[src/rtl/nsa_pkg.sv]
// ---------------------------------------------------------------------------
// nsa_pkg
// Shared types and constants for the nibble-serial adder.
//   state_t   : controller states (IDLE, RUN, DONE)
//   NIBBLE_W  : width of one adder slice step
//   nib_count : number of nibble steps for a given operand width
// ---------------------------------------------------------------------------
package nsa_pkg;

    localparam int NIBBLE_W = 4;

    typedef enum logic [1:0] {
        IDLE = 2'd0,
        RUN  = 2'd1,
        DONE = 2'd2
    } state_t;

    function automatic int nib_count(input int width);
        return width / NIBBLE_W;
    endfunction

endpackage

[src/rtl/cla4_slice.sv]
// ---------------------------------------------------------------------------
// cla4_slice
// Combinational 4-bit carry-lookahead adder slice.
// Ports:
//   a4, b4 : nibble operands
//   ci     : carry in
//   s4     : nibble sum
//   co     : carry out of bit 3
//   c3     : carry into bit 3 (used for signed overflow of the top nibble)
// ---------------------------------------------------------------------------
module cla4_slice (
    input  logic [3:0] a4,
    input  logic [3:0] b4,
    input  logic       ci,
    output logic [3:0] s4,
    output logic       co,
    output logic       c3
);

    logic [3:0] g;
    logic [3:0] p;
    logic       c1;
    logic       c2;

    assign g = a4 & b4;
    assign p = a4 ^ b4;

    // Flattened lookahead terms: every carry comes straight from g/p/ci.
    assign c1 = g[0] | (p[0] & ci);
    assign c2 = g[1] | (p[1] & g[0]) | (p[1] & p[0] & ci);
    assign c3 = g[2] | (p[2] & g[1]) | (p[2] & p[1] & g[0])
              | (p[2] & p[1] & p[0] & ci);
    assign co = g[3] | (p[3] & g[2]) | (p[3] & p[2] & g[1])
              | (p[3] & p[2] & p[1] & g[0]) | (p[3] & p[2] & p[1] & p[0] & ci);

    assign s4 = p ^ {c3, c2, c1, ci};

endmodule

[src/rtl/nibble_serial_adder.sv]
// ---------------------------------------------------------------------------
// nibble_serial_adder
// Sequential WIDTH-bit adder: one 4-bit lookahead slice, one nibble per clock,
// carry registered between nibbles. Valid/ready on both sides.
//
// Optional build macro: NIBBLE_SERIAL_ADDER_OVF_EN adds port ovf (signed
// overflow of the full-width add, registered with cout).
//
// Ports:
//   clk       : clock, rising edge
//   rst_n     : asynchronous active-low reset
//   in_valid  : operands offered
//   in_ready  : operands accepted (high only in IDLE)
//   a, b, cin : operands and LSB carry in, sampled on the accepting edge
//   out_valid : result available (DONE)
//   out_ready : sink takes result
//   sum, cout : registered result
//   ovf       : (optional) two's-complement overflow
//
// state | meaning
// ------+--------------------------------------------------------------
// IDLE  | waiting for operands, in_ready high
// RUN   | adding nibble k = cnt_q each cycle, writing sum nibble k
// DONE  | result held, out_valid high until out_ready
// ---------------------------------------------------------------------------
module nibble_serial_adder
    import nsa_pkg::*;
#(
    parameter int WIDTH = 16
) (
    input  logic             clk,
    input  logic             rst_n,
    input  logic             in_valid,
    output logic             in_ready,
    input  logic [WIDTH-1:0] a,
    input  logic [WIDTH-1:0] b,
    input  logic             cin,
    output logic             out_valid,
    input  logic             out_ready,
    output logic [WIDTH-1:0] sum,
    output logic             cout
`ifdef NIBBLE_SERIAL_ADDER_OVF_EN
    ,
    output logic             ovf
`endif
);

    localparam int NIB = nib_count(WIDTH);
    localparam int CW  = (NIB > 1) ? $clog2(NIB) : 1;
    localparam logic [CW-1:0] LAST = CW'(NIB - 1);

    if ((WIDTH < NIBBLE_W) || ((WIDTH % NIBBLE_W) != 0)) begin : g_bad_width
        $error("nibble_serial_adder: WIDTH must be a multiple of 4 and >= 4");
    end

    state_t                state;
    state_t                state_nxt;
    logic [WIDTH-1:0]      a_q;
    logic [WIDTH-1:0]      b_q;
    logic                  carry_q;
    logic [CW-1:0]         cnt_q;
    logic [NIBBLE_W-1:0]   a_nib;
    logic [NIBBLE_W-1:0]   b_nib;
    logic [NIBBLE_W-1:0]   s_nib;
    logic                  co_nib;
    logic                  c3_nib;
    logic                  accept;
    logic                  step;
    logic                  last;

    assign accept = (state == IDLE) && in_valid;
    assign step   = (state == RUN);
    assign last   = step && (cnt_q == LAST);

    assign a_nib = a_q[int'(cnt_q) * NIBBLE_W +: NIBBLE_W];
    assign b_nib = b_q[int'(cnt_q) * NIBBLE_W +: NIBBLE_W];

    cla4_slice u_slice (
        .a4 (a_nib),
        .b4 (b_nib),
        .ci (carry_q),
        .s4 (s_nib),
        .co (co_nib),
        .c3 (c3_nib)
    );

    always_ff @(posedge clk or negedge rst_n) begin
        if (!rst_n) begin
            state <= IDLE;
        end else begin
            state <= state_nxt;
        end
    end

    always_comb begin
        state_nxt = state;
        in_ready  = 1'b0;
        out_valid = 1'b0;
        case (state)
            IDLE: begin
                in_ready = 1'b1;
                if (in_valid) begin
                    state_nxt = RUN;
                end
            end
            RUN: begin
                if (cnt_q == LAST) begin
                    state_nxt = DONE;
                end
            end
            DONE: begin
                out_valid = 1'b1;
                if (out_ready) begin
                    state_nxt = IDLE;
                end
            end
            default: begin
                state_nxt = IDLE;
            end
        endcase
    end

    // sum is not cleared on accept: nibbles not yet processed keep their
    // previous value and only become meaningful once the run completes.
    always_ff @(posedge clk or negedge rst_n) begin
        if (!rst_n) begin
            a_q     <= '0;
            b_q     <= '0;
            carry_q <= 1'b0;
            cnt_q   <= '0;
            sum     <= '0;
            cout    <= 1'b0;
        end else if (accept) begin
            a_q     <= a;
            b_q     <= b;
            carry_q <= cin;
            cnt_q   <= '0;
        end else if (step) begin
            sum[int'(cnt_q) * NIBBLE_W +: NIBBLE_W] <= s_nib;
            carry_q <= co_nib;
            cnt_q   <= cnt_q + 1'b1;
            if (last) begin
                cout <= co_nib;
            end
        end
    end

`ifdef NIBBLE_SERIAL_ADDER_OVF_EN
    // Signed overflow: carry into the MSB differs from carry out of it.
    always_ff @(posedge clk or negedge rst_n) begin
        if (!rst_n) begin
            ovf <= 1'b0;
        end else if (last) begin
            ovf <= c3_nib ^ co_nib;
        end
    end
`else
    logic unused_c3_nib;
    assign unused_c3_nib = c3_nib;
`endif

endmodule

[config.mk]
export PLATFORM = sky130hd
export DESIGN_NAME = nibble_serial_adder
export DESIGN_NICKNAME = d
export VERILOG_FILES = /design/src/rtl/nsa_pkg.sv /design/src/rtl/cla4_slice.sv /design/src/rtl/nibble_serial_adder.sv
export SDC_FILE = /design/constraint.sdc
export NUM_CORES = 1
export LEC_CHECK = 0
export CORE_ASPECT_RATIO = 0.9
export CORE_MARGIN = 2
export CORE_UTILIZATION = 45
export CTS_CLUSTER_SIZE = 12
export DETAILED_ROUTE_END_ITERATION = 16
export GPL_TIMING_DRIVEN = 0
export PLACE_DENSITY = 0.72
export SLEW_MARGIN = 20
export SYNTH_ARGS = -nofsm -noshare
export SYNTH_HDL_FRONTEND = slang
export SYNTH_SLANG_ARGS = --single-unit
[constraint.sdc]
create_clock -name clk -period 3.1 [get_ports clk]
set_input_delay 0.31 -clock clk [delete_from_list [all_inputs] [get_ports clk]]
set_output_delay 0.31 -clock clk [all_outputs]
set_load 0.02 [all_outputs]
==> key figures, run 1 <==
Outcome
  • Status: finished clean

Critical path
  • R2R setup slack: 0.40 ns
  • Crit path kind: register to register
  • Max stage delay on crit path: 0.54 ns
  • Crit-path leading delay family: compound AO/OA/AOI/OAI gates
  • Required @ worst endpoint: 3.33 ns
  • Cells along the critical path: buf_4 -> buf_4 -> mux4_2 -> ha_1 -> a21oi_1 -> nor2b_1 -> a2111o_1 -> o21ai_1
  • Endpoint class of the critical path: register
  • CP bufs+invs: 2
  • Element type at the critical path start: register
  • Worst flop-to-flop path startpoint: cnt_q[0]
  • WP data arrival: 2.94 ns
  • Worst-path fanout max: 10
  • Capturing point of the worst reg2reg path: sum[3]
  • Worst reg2reg path depth: 8
  • Critical Path End: sum[3]
  • Crit path max-delay cell type: mux4_2
  • Crit path depth: 8
  • Most frequent CP cell: buf_4
  • CP startpoint: cnt_q[0]

Clock network
  • Post-CTS sizing: 0
  • CTS Hold Bufs: 0
  • Htree depth: 2
  • CTS tree: yes
  • Worst-path clk slew: 0.09 ns
  • Clock Latency Late Sink: 0.30 ns
  • CTS buffer count: 5
  • Clock buffer depth: 2
  • Post-CTS setup buffer count: 0
  • Clock Root Buffer: clkbuf_8
  • Sink Count: 54

Routing
  • Initial DRC Count: 69
  • Residual DRC count: 0
  • Antenna violation net count after detailed routing: 0
  • Total number of vias: 1680
  • Router iterations before antenna repair: 4
  • Vias/cell: 5.367
  • Routed len/inst: 15.70 microns
  • Final WL: 4914 microns

Floorplan
  • Core Region: 5318 sq um
  • Num ports: 56
  • Die ar.: 6189 sq um
  • Die Width: 82.71 microns
  • Initial Util: 47.18%
  • Rows: 25
  • Die Y: 74.84 microns

Yosys
  • Async set-reset flop share out of synthesis: 100.0%
  • Synth area leader: dfrtp_1
  • Number of synthesized flops with an enable pin: 0
  • Yosys top cell area share: 53.87%
  • Main synth FF type: dfrtp_1
  • Ranking of synthesized cells by area: dfrtp_1, mux2_2, mux4_2
  • Post-Synthesis Cells: 183
  • Avg Inst Size Synth: 13.71 sq um
  • Yosys Warn Count: 0
  • Sequential area share after synthesis: 53.87%
  • Mapped Nets: 231
  • Synth unique cells: 33
  • Mapped cell area: 2509 sq um
  • Post-synthesis register bit count: 54

Timing
  • Worst-Margin Slew: 0.6701 ns
  • Fmax: 0.3700 GHz
  • Worst Skew: 0.005374 ns
  • Final period util: 87.19%
  • Post-route minimum period: 2.703 ns
  • # setup viols final: 0
  • Final Hold Fails: 0
  • Fin Setup TNS: 0 ns
  • Slew Viols, Final: 0
  • RSZ-0062 raised after global routing: false
  • Relative slew slack: 55.33%

Place
  • Post-detail-place hpwl: 3649 microns
  • Buffers on Ports: 55
  • Final GP Congestion: 0.7399

Layout
  • P&R area growth vs syn: 28.83%
  • N_diodes: 0
  • Fin nets: 293
  • Share of cells above drive strength 1: 23.17%
  • Commonest cells after routing, fill and taps aside: dfrtp_1, clkdlybuf4s50_1, mux2_2

Global route
  • First-pass GRT wire length: 7928 microns
  • Via count of the first global-routing pass: 1682
  • Initial antenna violation count: 0
  • Gr usage total: 17.19%
  • Largest net degree at the start of global routing: 55
  • GRT overflow: 0

Job
  • Max cap viols: 0

Min path
  • Hold Path Class: primary input to async pin

Power
  • Overall power: 0.003764 W
  • PwrDens: 1165 nW/um^2
  • Static Leak: 1.369 nW
  • Worst vdd ir: 0.0006475 V
layer usage:
| layer | up-vias | wire length [microns] | track usage (%) |
|---|---|---|---|
| met2 | 52 | 2339 | 28.05 |
| met4 | 0 | 61 | 4.918 |
| li1 | 791 | - | - |
| met1 | 831 | 2309 | 23.47 |
| met5 | - | 0 | 0 |
| met3 | 6 | 204 | 3.717 |
sequential cells by signal, summed over array words and instances (netlist names):
signal / flops
a_q: 16
b_q: 16
sum: 16
cnt_q: 2
state: 2
carry_q: 1
cout: 1
synthesized netlist by cell type, types with 2 or more instances:
library cell,n
mux4_2,8
nor3_1,2
nand4_1,2
nor2b_1,3
o21ai_0,6
a22o_1,9
o21ai_1,4
buf_4,5
nor2_1,5
inv_1,3
mux2_2,32
nand2_1,17
ha_1,10
a21oi_1,3
dfrtp_1,54
xnor2_1,2
and4_1,2
layout make-up:
class | count | area [sq um]
Clock inverter | 1 | 5.005
Sequential cell | 54 | 1351
Tap cell | 67 | 83.83
Multi-Input combinational cell | 118 | 1089
Fill cell | 466 | 2086
Timing Repair Buffer | 55 | 548.0
Clock buffer | 7 | 86.33
Buffer | 8 | 57.56
Inverter | 3 | 11.26
per-stage QoR:
step                area (sq um)  instances  setup slack [ns]  hold slack (ns)  util [%]
global placement            3143        305            0.1387           0.4707     59.11
detailed placement          3141        305            0.4165           0.3937     59.06
CTS                         3232        313            0.3873          0.06466     60.78
floorplan                   2509        183            0.6857          0.01441         -
finish                      3232        313            0.3970          0.02926     60.78
global route                3232        313            0.2633          0.08380     60.78
kinds of logic (layout without fill, tap and decap cells):
group	Yosys count	count (layout)	synth area share [%]
muxes	40	40	21.55
DFF	54	54	53.87
AOI/OAI and AO/OA	28	28	7.632
and+or+nand+nor	37	37	7.731
xor gates and xnor gates	2	2	0.6984
buffers and inverters	11	74	2.743
adders and majority gates	11	11	5.786
power by group:
| group | internal (W) | switching (W) | total [W] | leakage, nW |
|---|---|---|---|---|
| Combinational | 0.00103 | 0.00111 | 0.00214 | 0.653 |
| Clock | 0.000181 | 0.000219 | 0.000400 | 0.0482 |
| Sequential | 0.00104 | 0.000186 | 0.00122 | 0.668 |
worst min-delay path by stage:
| stage | startpoint | slack [ns] | to |
|---|---|---|---|
| final | rst_n | 0.03 | sum[13] |
| after global routing | rst_n | 0.08 | a_q[11] |
| after global placement | sum[9] | 0.47 | sum[9] |
| after detailed placement | rst_n | 0.39 | sum[15] |
| after CTS | rst_n | 0.06 | sum[15] |
| after floorplan | rst_n | 0.01 | a_q[0] |
(Power assumes the default switching activity.)
==> run 2: changes to the inputs <==
clock period = 3.5 ns   (was 3.1 ns; I/O delays follow)
==> results of run 2 <==
Same layout as run 1 (identical final DEF). Status: finished clean.
Among the figures that moved: setup slack after placement 0.4165 ns -> 0.8165 ns; setup slack after layout 0.3970 ns -> 0.7970 ns; hold slack 0.02926 ns -> 0.06926 ns; register-to-register setup slack 0.40 ns -> 0.80 ns; total power 0.003764 W -> 0.003334 W; worst IR drop on VDD 0.0006475 V -> 0.0005735 V
==> run 3: changes to the inputs <==
PLACE_DENSITY = 0.74   (was 0.72)
clock period = 2.3 ns   (was 3.5 ns; I/O delays follow)
==> run 3 against run 2 <==
- the run now ends with setup timing left
- critical path depth did not move
- via count up 2.7%
- cell count is 2.9% higher
- worst setup slack got worse by 0.91 ns
- global-route usage is 1.4 points higher
- utilization up 4.3 points
- routed wire length rose by 7.1%
- highest routed layer unchanged
==> key figures, run 3 (synthesis gave the netlist of run 1 again) <==
Layout
  • Finished Layout Cells: 322
  • Fin nets: 302
  • N_diodes: 0
  • P&R area growth vs syn: 37.91%
  • Share of cells above drive strength 1: 29.80%
  • Fillers: 445
  • Commonest cells after routing, fill and taps aside: dfrtp_1, clkdlybuf4s50_1, mux2_2
  • Largest regs: a_q (16), b_q (16), sum (16)

Routing
  • Router iterations before antenna repair: 4
  • Residual DRC count: 0
  • Antenna violation net count after detailed routing: 0
  • Final WL: 5261 microns
  • Initial DRC Count: 134
  • Total number of vias: 1726
  • Routed len/inst: 16.34 microns
  • Vias/cell: 5.360

Power
  • Reg power frac: 27.1%
  • Logic pwr share: 60.1%
  • PwrDens: 1748 nW/um^2
  • Int Power: 0.003723 W
  • Switch Pwr: 0.002323 W
  • Worst vdd ir: 0.0009771 V
  • Sw frac: 38.42%
  • Static Leak: 1.457 nW
  • Clk pwr share: 12.7%

Critical path
  • Required @ worst endpoint: 2.53 ns
  • Element type at the critical path start: register
  • Endpoint class of the critical path: register
  • Crit path kind: register to register
  • Worst-path fanout max: 5
  • WP data arrival: 2.64 ns

Outcome
  • Failing checks: setup timing
  • Status: finished with violations

Timing
  • RSZ-0062 raised after global routing: true
  • Final Hold Fails: 0
  • Post-route minimum period: 2.413 ns
  • Min Hold Slack: 0.4947 ns
  • Relative slew slack: 54.83%
  • Final period util: 104.9%
  • Worst-Margin Slew: 0.6776 ns
  • Fmax: 0.4144 GHz
  • Worst Skew: 0.007014 ns
  • # setup viols final: 8
  • Worst setup margin: -0.1129 ns
  • Slew Viols, Final: 0
  • Fin Setup TNS: -0.6380 ns

Clock network
  • CTS tree: yes
  • Worst-path clk slew: 0.09 ns
  • Clock Root Buffer: clkbuf_8
  • Clock Latency Late Sink: 0.31 ns
  • Sink Count: 54
  • CTS buffer count: 5
  • Clock buffer depth: 2
  • Htree depth: 2

Floorplan
  • Die ar.: 6189 sq um
  • Die Width: 82.71 microns
  • Die Y: 74.84 microns
  • Rows: 25
  • Core Region: 5318 sq um
  • Initial Util: 47.18%
  • Num ports: 56

Global route
  • GRT overflow: 0
  • Initial antenna violation count: 0
  • First-pass GRT wire length: 8342 microns
  • Largest net degree at the start of global routing: 55
  • Via count of the first global-routing pass: 1785
  • Gr usage total: 18.59%

Place
  • Post-detail-place hpwl: 3574 microns
  • Buffers on Ports: 55
  • Final GP Congestion: 0.7491
  • DP Cell Count: 305

Job
  • Max cap viols: 0

Min path
  • Hold Path Class: register to register
## run 3: final timing paths
check,from,to,slack (ns),cells after the start
max in group asynchronous,rst_n,b_q[0],1.35,2
min in group asynchronous,rst_n,sum[0],0.50,2
worst min-delay path,sum[15],sum[15],0.49,2
worst max-delay path,cnt_q[0],sum[3],-0.11,8
worst max register to register,cnt_q[0],sum[3],-0.11,8
worst min register to register,sum[15],sum[15],0.49,2
## run 3: power groups by stage
| stage | clock (W) | combinational [W] | sequential (W) |
|---|---|---|---|
| 2_1_floorplan | 0 | 0.00192 | 0.00173 |
| 3_3_place_gp | 0 | 0.00285 | 0.00166 |
| 3_5_place_dp | 0 | 0.00293 | 0.00167 |
| 4_1_cts | 0.000779 | 0.00318 | 0.00164 |
| 5_1_grt | 0.000814 | 0.00392 | 0.00169 |
| 6_report | 0.000770 | 0.00364 | 0.00164 |
## run 3: critical path, cell delays in order, from the launching register on
cell,delay [ns]
dfrtp_1,0.37
buf_6,0.12
buf_12,0.11
mux4_2,0.56
ha_4,0.27
a21o_1,0.19
and4_4,0.15
a2111o_1,0.40
o21ai_1,0.17
## run 3: cell type report
cell class / instances / area [sq um] / area share (%)
buffer: 8 / 75.07 / 2.170
tap: 67 / 83.83 / 2.423
clock buffer: 6 / 82.58 / 2.387
sequential: 54 / 1351 / 39.06
inverter: 3 / 11.26 / 0.3255
multi-input combinational: 118 / 1161 / 33.56
timing repair buffer: 64 / 634.4 / 18.34
clock inverter: 2 / 60.06 / 1.736
## run 3: stage by stage
| step | setup WS [ns] | util (%) | power, W | instance area (sq um) |
|---|---|---|---|---|
| floorplan | -0.05066 | - | 0.003651 | 2520 |
| global placement | -0.6003 | 59.32 | 0.004503 | 3154 |
| detailed placement | -0.3512 | 59.27 | 0.004605 | 3152 |
| CTS | -0.1450 | 63.86 | 0.005606 | 3396 |
| global route | -0.1688 | 65.06 | 0.006432 | 3460 |
| finish | -0.1129 | 65.06 | 0.006046 | 3460 |
## run 3: what timing repair did
| action | 4_1_cts | 5_1_grt |
|---|---|---|
| setup endpoints to repair | 14 | 14 |
| hold buffers | 1 | 0 |
| resized for setup | 4 | 12 |
| buffers inserted | 7 | 1 |
| pin swaps | 4 | 8 |
| endpoints found under the hold margin | 54 | 0 |
## run 3: per-layer routing
metal / vias to the layer above / GRT usage (%) / part of all wire (%)
li1: 813 / - / -
met1: 856 / 22.87 / 44
met2: 48 / 31.90 / 50
met3: 9 / 3.597 / 4.0
met4: 0 / 8.561 / 2.1
met5: - / 0 / 0
